--- src/rtl/dmem_mmio_responder.sv ---
// -----------------------------------------------------------------------------
// dmem_mmio_responder
//
// Data-memory responder for the 16-bit pipelined core's MEM stage. It holds a
// word-addressed RAM at the bottom of the address space and a small MMIO page:
//
//   0x0000 .. 2*RAM_WORDS-1 : RAM (word index = dmemaddr[log2(RAM_WORDS):1])
//   0xFF00                  : OUTPORT  (read/write)
//   0xFF02                  : TIMER    (read/write, free-running)
//   0xFF04                  : TXDATA   (write-only push into the TX FIFO, reads 0)
//   0xFF06                  : STATUS   (read: {overflow, count, full, empty};
//                                       write: bit5=1 clears overflow)
//
// Ports
//   clock       : all state updates on its rising edge
//   reset       : synchronous, active-high
//   dmemaddr    : byte address, bit 0 ignored
//   dmemwdata   : write data
//   dmemwrite   : write enable for this cycle
//   dmemread    : read enable for this cycle
//   dmemrdata   : combinational read data (0 when not reading / unmapped)
//   out_port    : OUTPORT register
//   tx_data     : TX FIFO head (0 while empty)
//   tx_valid    : TX FIFO non-empty
//   tx_ready    : consumer accepts the head this cycle
//   bad_access  : registered one-cycle pulse after an access to an unmapped address
// -----------------------------------------------------------------------------
module dmem_mmio_responder #(
    parameter int RAM_WORDS  = 128,  // power of two, at most 32768
    parameter int FIFO_DEPTH = 4     // power of two, 2..8
) (
    input  logic        clock,
    input  logic        reset,
    input  logic [15:0] dmemaddr,
    input  logic [15:0] dmemwdata,
    input  logic        dmemwrite,
    input  logic        dmemread,
    output logic [15:0] dmemrdata,
    output logic [15:0] out_port,
    output logic [15:0] tx_data,
    output logic        tx_valid,
    input  logic        tx_ready,
    output logic        bad_access
);

    localparam int RAM_AW = $clog2(RAM_WORDS);
    localparam int PTR_W  = $clog2(FIFO_DEPTH);
    localparam int CNT_W  = PTR_W + 1;

    localparam logic [CNT_W-1:0] CNT_FULL = CNT_W'(FIFO_DEPTH);

    // MMIO word addresses (dmemaddr[15:1])
    localparam logic [14:0] WADDR_OUTPORT = 15'h7F80;  // 0xFF00
    localparam logic [14:0] WADDR_TIMER   = 15'h7F81;  // 0xFF02
    localparam logic [14:0] WADDR_TXDATA  = 15'h7F82;  // 0xFF04
    localparam logic [14:0] WADDR_STATUS  = 15'h7F83;  // 0xFF06

    // -------------------------------------------------------------------------
    // Address decode
    // -------------------------------------------------------------------------
    logic [14:0]       word_addr;
    logic              sel_outport;
    logic              sel_timer;
    logic              sel_txdata;
    logic              sel_status;
    logic              mmio_hit;
    logic              ram_hit;
    logic              mapped;
    logic [RAM_AW-1:0] ram_idx;

    // Word accesses only: the byte-lane bit plays no part in decoding.
    logic unused_addr_lsb;
    assign unused_addr_lsb = dmemaddr[0];

    assign word_addr   = dmemaddr[15:1];
    assign sel_outport = (word_addr == WADDR_OUTPORT);
    assign sel_timer   = (word_addr == WADDR_TIMER);
    assign sel_txdata  = (word_addr == WADDR_TXDATA);
    assign sel_status  = (word_addr == WADDR_STATUS);
    assign mmio_hit    = sel_outport | sel_timer | sel_txdata | sel_status;

    // Compared at 32 bits so a 32768-word RAM (64 KiB) does not overflow the
    // bound. If the RAM is that large it overlaps the MMIO page; MMIO wins.
    assign ram_hit = !mmio_hit && ({16'd0, dmemaddr} < 32'(2 * RAM_WORDS));
    assign mapped  = ram_hit | mmio_hit;
    assign ram_idx = dmemaddr[RAM_AW:1];

    // -------------------------------------------------------------------------
    // Word RAM
    // -------------------------------------------------------------------------
    logic [15:0] ram_q [RAM_WORDS];

    // NOTE: storage arrays are deliberately left out of reset so they map onto
    // plain RAM/register-file cells; their contents are undefined until written.
    always_ff @(posedge clock) begin
        if (!reset && dmemwrite && ram_hit) begin
            ram_q[ram_idx] <= dmemwdata;
        end
    end

    // -------------------------------------------------------------------------
    // Registers: OUTPORT, TIMER, TX FIFO control, bad_access
    // -------------------------------------------------------------------------
    logic [15:0]      out_port_q, out_port_d;
    logic [15:0]      timer_q, timer_d;
    logic [PTR_W-1:0] wr_ptr_q, wr_ptr_d;
    logic [PTR_W-1:0] rd_ptr_q, rd_ptr_d;
    logic [CNT_W-1:0] count_q, count_d;
    logic             overflow_q, overflow_d;
    logic             bad_access_q, bad_access_d;

    logic [15:0]      fifo_q [FIFO_DEPTH];

    logic             fifo_empty;
    logic             fifo_full;
    logic             pop;
    logic             push_req;
    logic             push_ok;
    logic [15:0]      status_word;

    assign fifo_empty = (count_q == '0);
    assign fifo_full  = (count_q == CNT_FULL);

    // tx_valid comes straight from registered state, never from tx_ready.
    assign pop      = !fifo_empty && tx_ready;
    assign push_req = dmemwrite && sel_txdata;
    // A full FIFO still accepts a push when the head leaves in the same cycle.
    assign push_ok  = push_req && (!fifo_full || pop);

    // The count field is three bits wide; with an 8-deep FIFO the full flag
    // disambiguates the wrapped count of 8.
    assign status_word = {10'd0, overflow_q, 3'(count_q), fifo_full, fifo_empty};

    // NOTE: every combinational output gets a default at the top of the block so
    // no path leaves it unassigned, which would infer a latch.
    always_comb begin
        out_port_d   = out_port_q;
        timer_d      = timer_q + 16'd1;
        wr_ptr_d     = wr_ptr_q;
        rd_ptr_d     = rd_ptr_q;
        count_d      = count_q;
        overflow_d   = overflow_q;
        bad_access_d = (dmemread || dmemwrite) && !mapped;

        if (dmemwrite && sel_outport) begin
            out_port_d = dmemwdata;
        end

        // A timer write replaces this cycle's increment.
        if (dmemwrite && sel_timer) begin
            timer_d = dmemwdata;
        end

        // Pointers are PTR_W bits wide, so they wrap modulo FIFO_DEPTH naturally.
        if (push_ok) begin
            wr_ptr_d = wr_ptr_q + PTR_W'(1);
        end
        if (pop) begin
            rd_ptr_d = rd_ptr_q + PTR_W'(1);
        end

        unique case ({push_ok, pop})
            2'b10:   count_d = count_q + CNT_W'(1);
            2'b01:   count_d = count_q - CNT_W'(1);
            default: count_d = count_q;
        endcase

        // Overflow only when a push is actually dropped; a STATUS write and a
        // TXDATA write cannot coincide since they are different addresses.
        if (dmemwrite && sel_status && dmemwdata[5]) begin
            overflow_d = 1'b0;
        end else if (push_req && !push_ok) begin
            overflow_d = 1'b1;
        end
    end

    // NOTE: sequential state uses non-blocking assignments so every flop samples
    // the pre-edge values regardless of statement order.
    always_ff @(posedge clock) begin
        if (reset) begin
            out_port_q   <= '0;
            timer_q      <= '0;
            wr_ptr_q     <= '0;
            rd_ptr_q     <= '0;
            count_q      <= '0;
            overflow_q   <= 1'b0;
            bad_access_q <= 1'b0;
        end else begin
            out_port_q   <= out_port_d;
            timer_q      <= timer_d;
            wr_ptr_q     <= wr_ptr_d;
            rd_ptr_q     <= rd_ptr_d;
            count_q      <= count_d;
            overflow_q   <= overflow_d;
            bad_access_q <= bad_access_d;
        end
    end

    // FIFO entries are only observable through count/rd_ptr, which reset clears,
    // so a write landing in a reset cycle is harmless.
    always_ff @(posedge clock) begin
        if (push_ok) begin
            fifo_q[wr_ptr_q] <= dmemwdata;
        end
    end

    // -------------------------------------------------------------------------
    // Outputs
    // -------------------------------------------------------------------------
    assign out_port   = out_port_q;
    assign tx_valid   = !fifo_empty;
    assign tx_data    = fifo_empty ? 16'd0 : fifo_q[rd_ptr_q];
    assign bad_access = bad_access_q;

    // Zero-latency read mux; the old value is returned even when a write to the
    // same location happens at the end of this cycle.
    always_comb begin
        dmemrdata = 16'd0;
        if (dmemread) begin
            if (ram_hit) begin
                dmemrdata = ram_q[ram_idx];
            end else if (sel_outport) begin
                dmemrdata = out_port_q;
            end else if (sel_timer) begin
                dmemrdata = timer_q;
            end else if (sel_status) begin
                dmemrdata = status_word;
            end
            // TXDATA is write-only and unmapped addresses read as zero.
        end
    end

endmodule

--- config.mk ---
export PLATFORM = sky130hd
export DESIGN_NAME = dmem_mmio_responder
export DESIGN_NICKNAME = d
export VERILOG_FILES = /design/src/rtl/dmem_mmio_responder.sv
export SDC_FILE = /design/constraint.sdc
export NUM_CORES = 2
export LEC_CHECK = 0
export BUFFER_PORTS_ARGS = -buffer_cell sky130_fd_sc_hd__buf_4
export CAP_MARGIN = 5
export CORE_ASPECT_RATIO = 0.75
export CORE_UTILIZATION = 63
export DETAILED_ROUTE_END_ITERATION = 10
export GPL_ROUTABILITY_DRIVEN = 0
export PLACE_DENSITY = 0.83
export SKIP_CTS_REPAIR_TIMING = 1
export SYNTH_ARGS = -nofsm -noshare
export SYNTH_HDL_FRONTEND = slang
export SYNTH_SLANG_ARGS = --single-unit
--- constraint.sdc ---
create_clock -name clock -period 4.2 [get_ports clock]
set_input_delay 0.63 -clock clock [delete_from_list [all_inputs] [get_ports clock]]
set_output_delay 0.63 -clock clock [all_outputs]
set_load 0.02 [all_outputs]
==> qor.yml <==
core_area_um2: 134000
synthesis.nets: 4760
vias: 53978
yosys_warnings: 0
layout_commonest_cell: "edfxtp_1"
ys_ff_latch: 2155
min_period_ns: 4.36
n_fill_cell: 6633
leakage_nw: 32.1
mostFrequentLayoutCells: "edfxtp_1, buf_4, mux4_2, a21oi_1, nand2_1"
die_h_um: 320
critPathTopFamily: "simple AND/OR/NAND/NOR gates"
cpMostUsedCell: "buf_4"
r2r-start: "count_q[0]$_SDFFE_PP0P_"
status: "complete, but fails checks"
avgSynthCellArea_um2: 18.0
antenna_left: 0
slew_headroom: 0.137
violations: "setup timing"
crit_required_ns: 3.57
min_path_type: "primary input to flip-flop"
drt_first_pass_iters: 10
powerDensity_nw_per_um2: 442
grt_pass1_vias: 51362
r2r_cells: 7
drv_slew: 0
dp_hpwl_mm: 150
fin_ws_ns: -0.163
design_area_um2: 99300
tightest_slew_ns: 1.29
grt_usage: 0.372
ctsRootBufferMaster: "clkbuf_16"
clk_latency_ns: 0.86
path_cells: "buf_8 > and3b_1 > buf_4 > a2bb2oi_1 > a22o_1 > a41oi_1 > or4_1 > buf_4 > a211oi_2 > buf_4"
yosysTopAreaCell: "edfxtp_1"
layout.nets: 5341
setup_violations: 12
numCtsBuffers: 185
cp_slowest_cell: "or4_1"
finalCritPeriodShare: 1.04
peakVddDrop_v: 0.000442
syn_to_final_growth_pct: 16.8
place_inst: 6868
hp-start: "dmemwrite"
cp.depth: 10
clockBufferDepth: 3
routed_via_density: 7.47
critPathKind: "primary input to output pin"
hold_path_depth: 2
syn_inst: 4717
critPathBufInv: 4
async_flop_share: 0
clock_sinks: 2155
timing.final.hold_violations: 0
layout-drive-gt1-share: 0.290
dp_slack_ns: -0.268
ys.flop_type: "edfxtp_1"
finClkSkew_ns: 0.0276
row_count: 116
gr-total-overflow: 0
initial_core_util: 0.636
drv_cap: 0
grt_first_pass_wirelength_mm: 360
drt_wl_total_mm: 265
start_kind: "primary input"
cp_max_fo: 27
wl_per_cell_um: 36.6
crit_arrival_ns: 3.73
ios: 87
drc_errors: 0
synth_edf_count: 2112
cp-end-kind: "output pin"
yosys-top-cells-area: "edfxtp_1, mux4_2, mux2_2"
ys_types: 60
max_stage_delay_ns: 0.66
fmax_mhz: 229
timing.rr.end: "count_q[2]$_SDFFE_PP0P_"
place_area_um2: 92700
seq_area_frac_synth: 0.756
clkTransAtPathRegs_ns: 0.07
grt_max_degree: 135
port_buffers: 85
h-tree-depth: 4
r2r_setup_slack_ns: 1.51
dieArea_um2: 136000
cts_tree: "done"
yosysTopAreaCellShare: 0.746
final_cells: 7230
chipWidth_um: 426
grt_setup_unrepaired: "true"
hold_path_end: "overflow_q$_SDFFE_PP0P_"
antenna_found_initial: 14
syn_area_um2: 85100
initialDrtViolationCount: 10736
routing by layer:
| metal | GRT usage | share of wire | vias to the layer above |
|---|---|---|---|
| li1 | - | - | 20351 |
| met2 | 0.539 | 0.44 | 5920 |
| met5 | 0.00532 | 0.0010 | - |
| met4 | 0.169 | 0.061 | 20 |
| met1 | 0.494 | 0.32 | 26508 |
| met3 | 0.156 | 0.18 | 1179 |
cell families (layout without fill, tap and decap cells):
kind of cell / Yosys count / after routing / synth area share
DFF: 2155 / 2155 / 0.756
AOI/OAI and AO/OA: 910 / 910 / 0.0675
and+or+nand+nor: 761 / 761 / 0.0503
muxes: 529 / 529 / 0.105
buffers and inverters: 337 / 1071 / 0.0183
xor gates and xnor gates: 19 / 19 / 0.00196
adders and majority gates: 6 / 6 / 0.000971
other: 0 / 9 / 0
how the worst max path moves through the flow:
stage | to | slack, ns | from
after floorplan | ram_q[80][0]$_DFFE_PP_ | 0.46 | dmemaddr[1]
after global placement | dmemrdata[0] | -0.33 | dmemaddr[1]
after detailed placement | dmemrdata[14] | -0.27 | dmemaddr[1]
after CTS | dmemrdata[0] | -0.31 | dmemaddr[1]
after global routing | dmemrdata[8] | -0.14 | dmemaddr[2]
final | dmemrdata[7] | -0.16 | dmemaddr[5]
through the flow:
step,util,TNS [ns],power (mW),hold slack (ns)
after floorplan,-,0,25.1,0.485
after global placement,0.693,-1.16,26.5,0.463
after detailed placement,0.693,-1.88,26.6,0.472
after CTS,0.738,-2.59,43.5,0.105
after global routing,0.743,-0.658,44.6,0.121
final,0.743,-1.06,43.9,0.135
power by group:
| part | switching, mW | total, mW | internal [mW] |
|---|---|---|---|
| Clock | 7.88 | 17.5 | 9.59 |
| Sequential | 0.00414 | 23.6 | 23.6 |
| Combinational | 1.84 | 2.82 | 0.978 |
| Total | 9.72 | 43.9 | 34.2 |
Yosys cell counts (all sizes together), types with 4 or more instances:
| cell | count |
|---|---|
| nor3 | 7 |
| nor3b | 57 |
| a22oi | 25 |
| nand3 | 16 |
| o22ai | 199 |
| a22o | 32 |
| dfxtp | 43 |
| o41ai | 14 |
| or4 | 16 |
| mux2i | 56 |
| a211oi | 26 |
| nand3b | 149 |
| clkbuf | 138 |
| nand4 | 12 |
| buf | 192 |
| xnor2 | 8 |
| or3b | 63 |
| mux2 | 201 |
| inv | 7 |
| a221oi | 16 |
| and2 | 25 |
| mux4 | 272 |
| nand2 | 224 |
| edfxtp | 2112 |
| nand2b | 4 |
| o21ai | 217 |
| o2bb2ai | 4 |
| a2bb2oi | 90 |
| nor2 | 161 |
| nand4bb | 4 |
| xor2 | 11 |
| nor2b | 5 |
| a21oi | 229 |
| a41o | 6 |
| a41oi | 43 |
| ha | 5 |
layout make-up:
type,count,area (um^2),share of cell area
antenna,9,22.5,0.000227
clock buffer,233,4920,0.0496
clock inverter,107,1070,0.0108
inverter,7,31.3,0.000315
multi-input combinational,2225,19600,0.197
sequential,2155,64300,0.647
tap,1770,2210,0.0223
timing repair buffer,724,7200,0.0725
sequential cells by signal, indices dropped and copies added, names as in the netlist, named ones only:
signal	cells
bad_access	1
count_q	3
fifo_q	64
out_port	16
overflow_q	1
ram_q	2048
rd_ptr_q	2
timer_q	16
wr_ptr_q	2
Power figures use the tool's default switching activity.
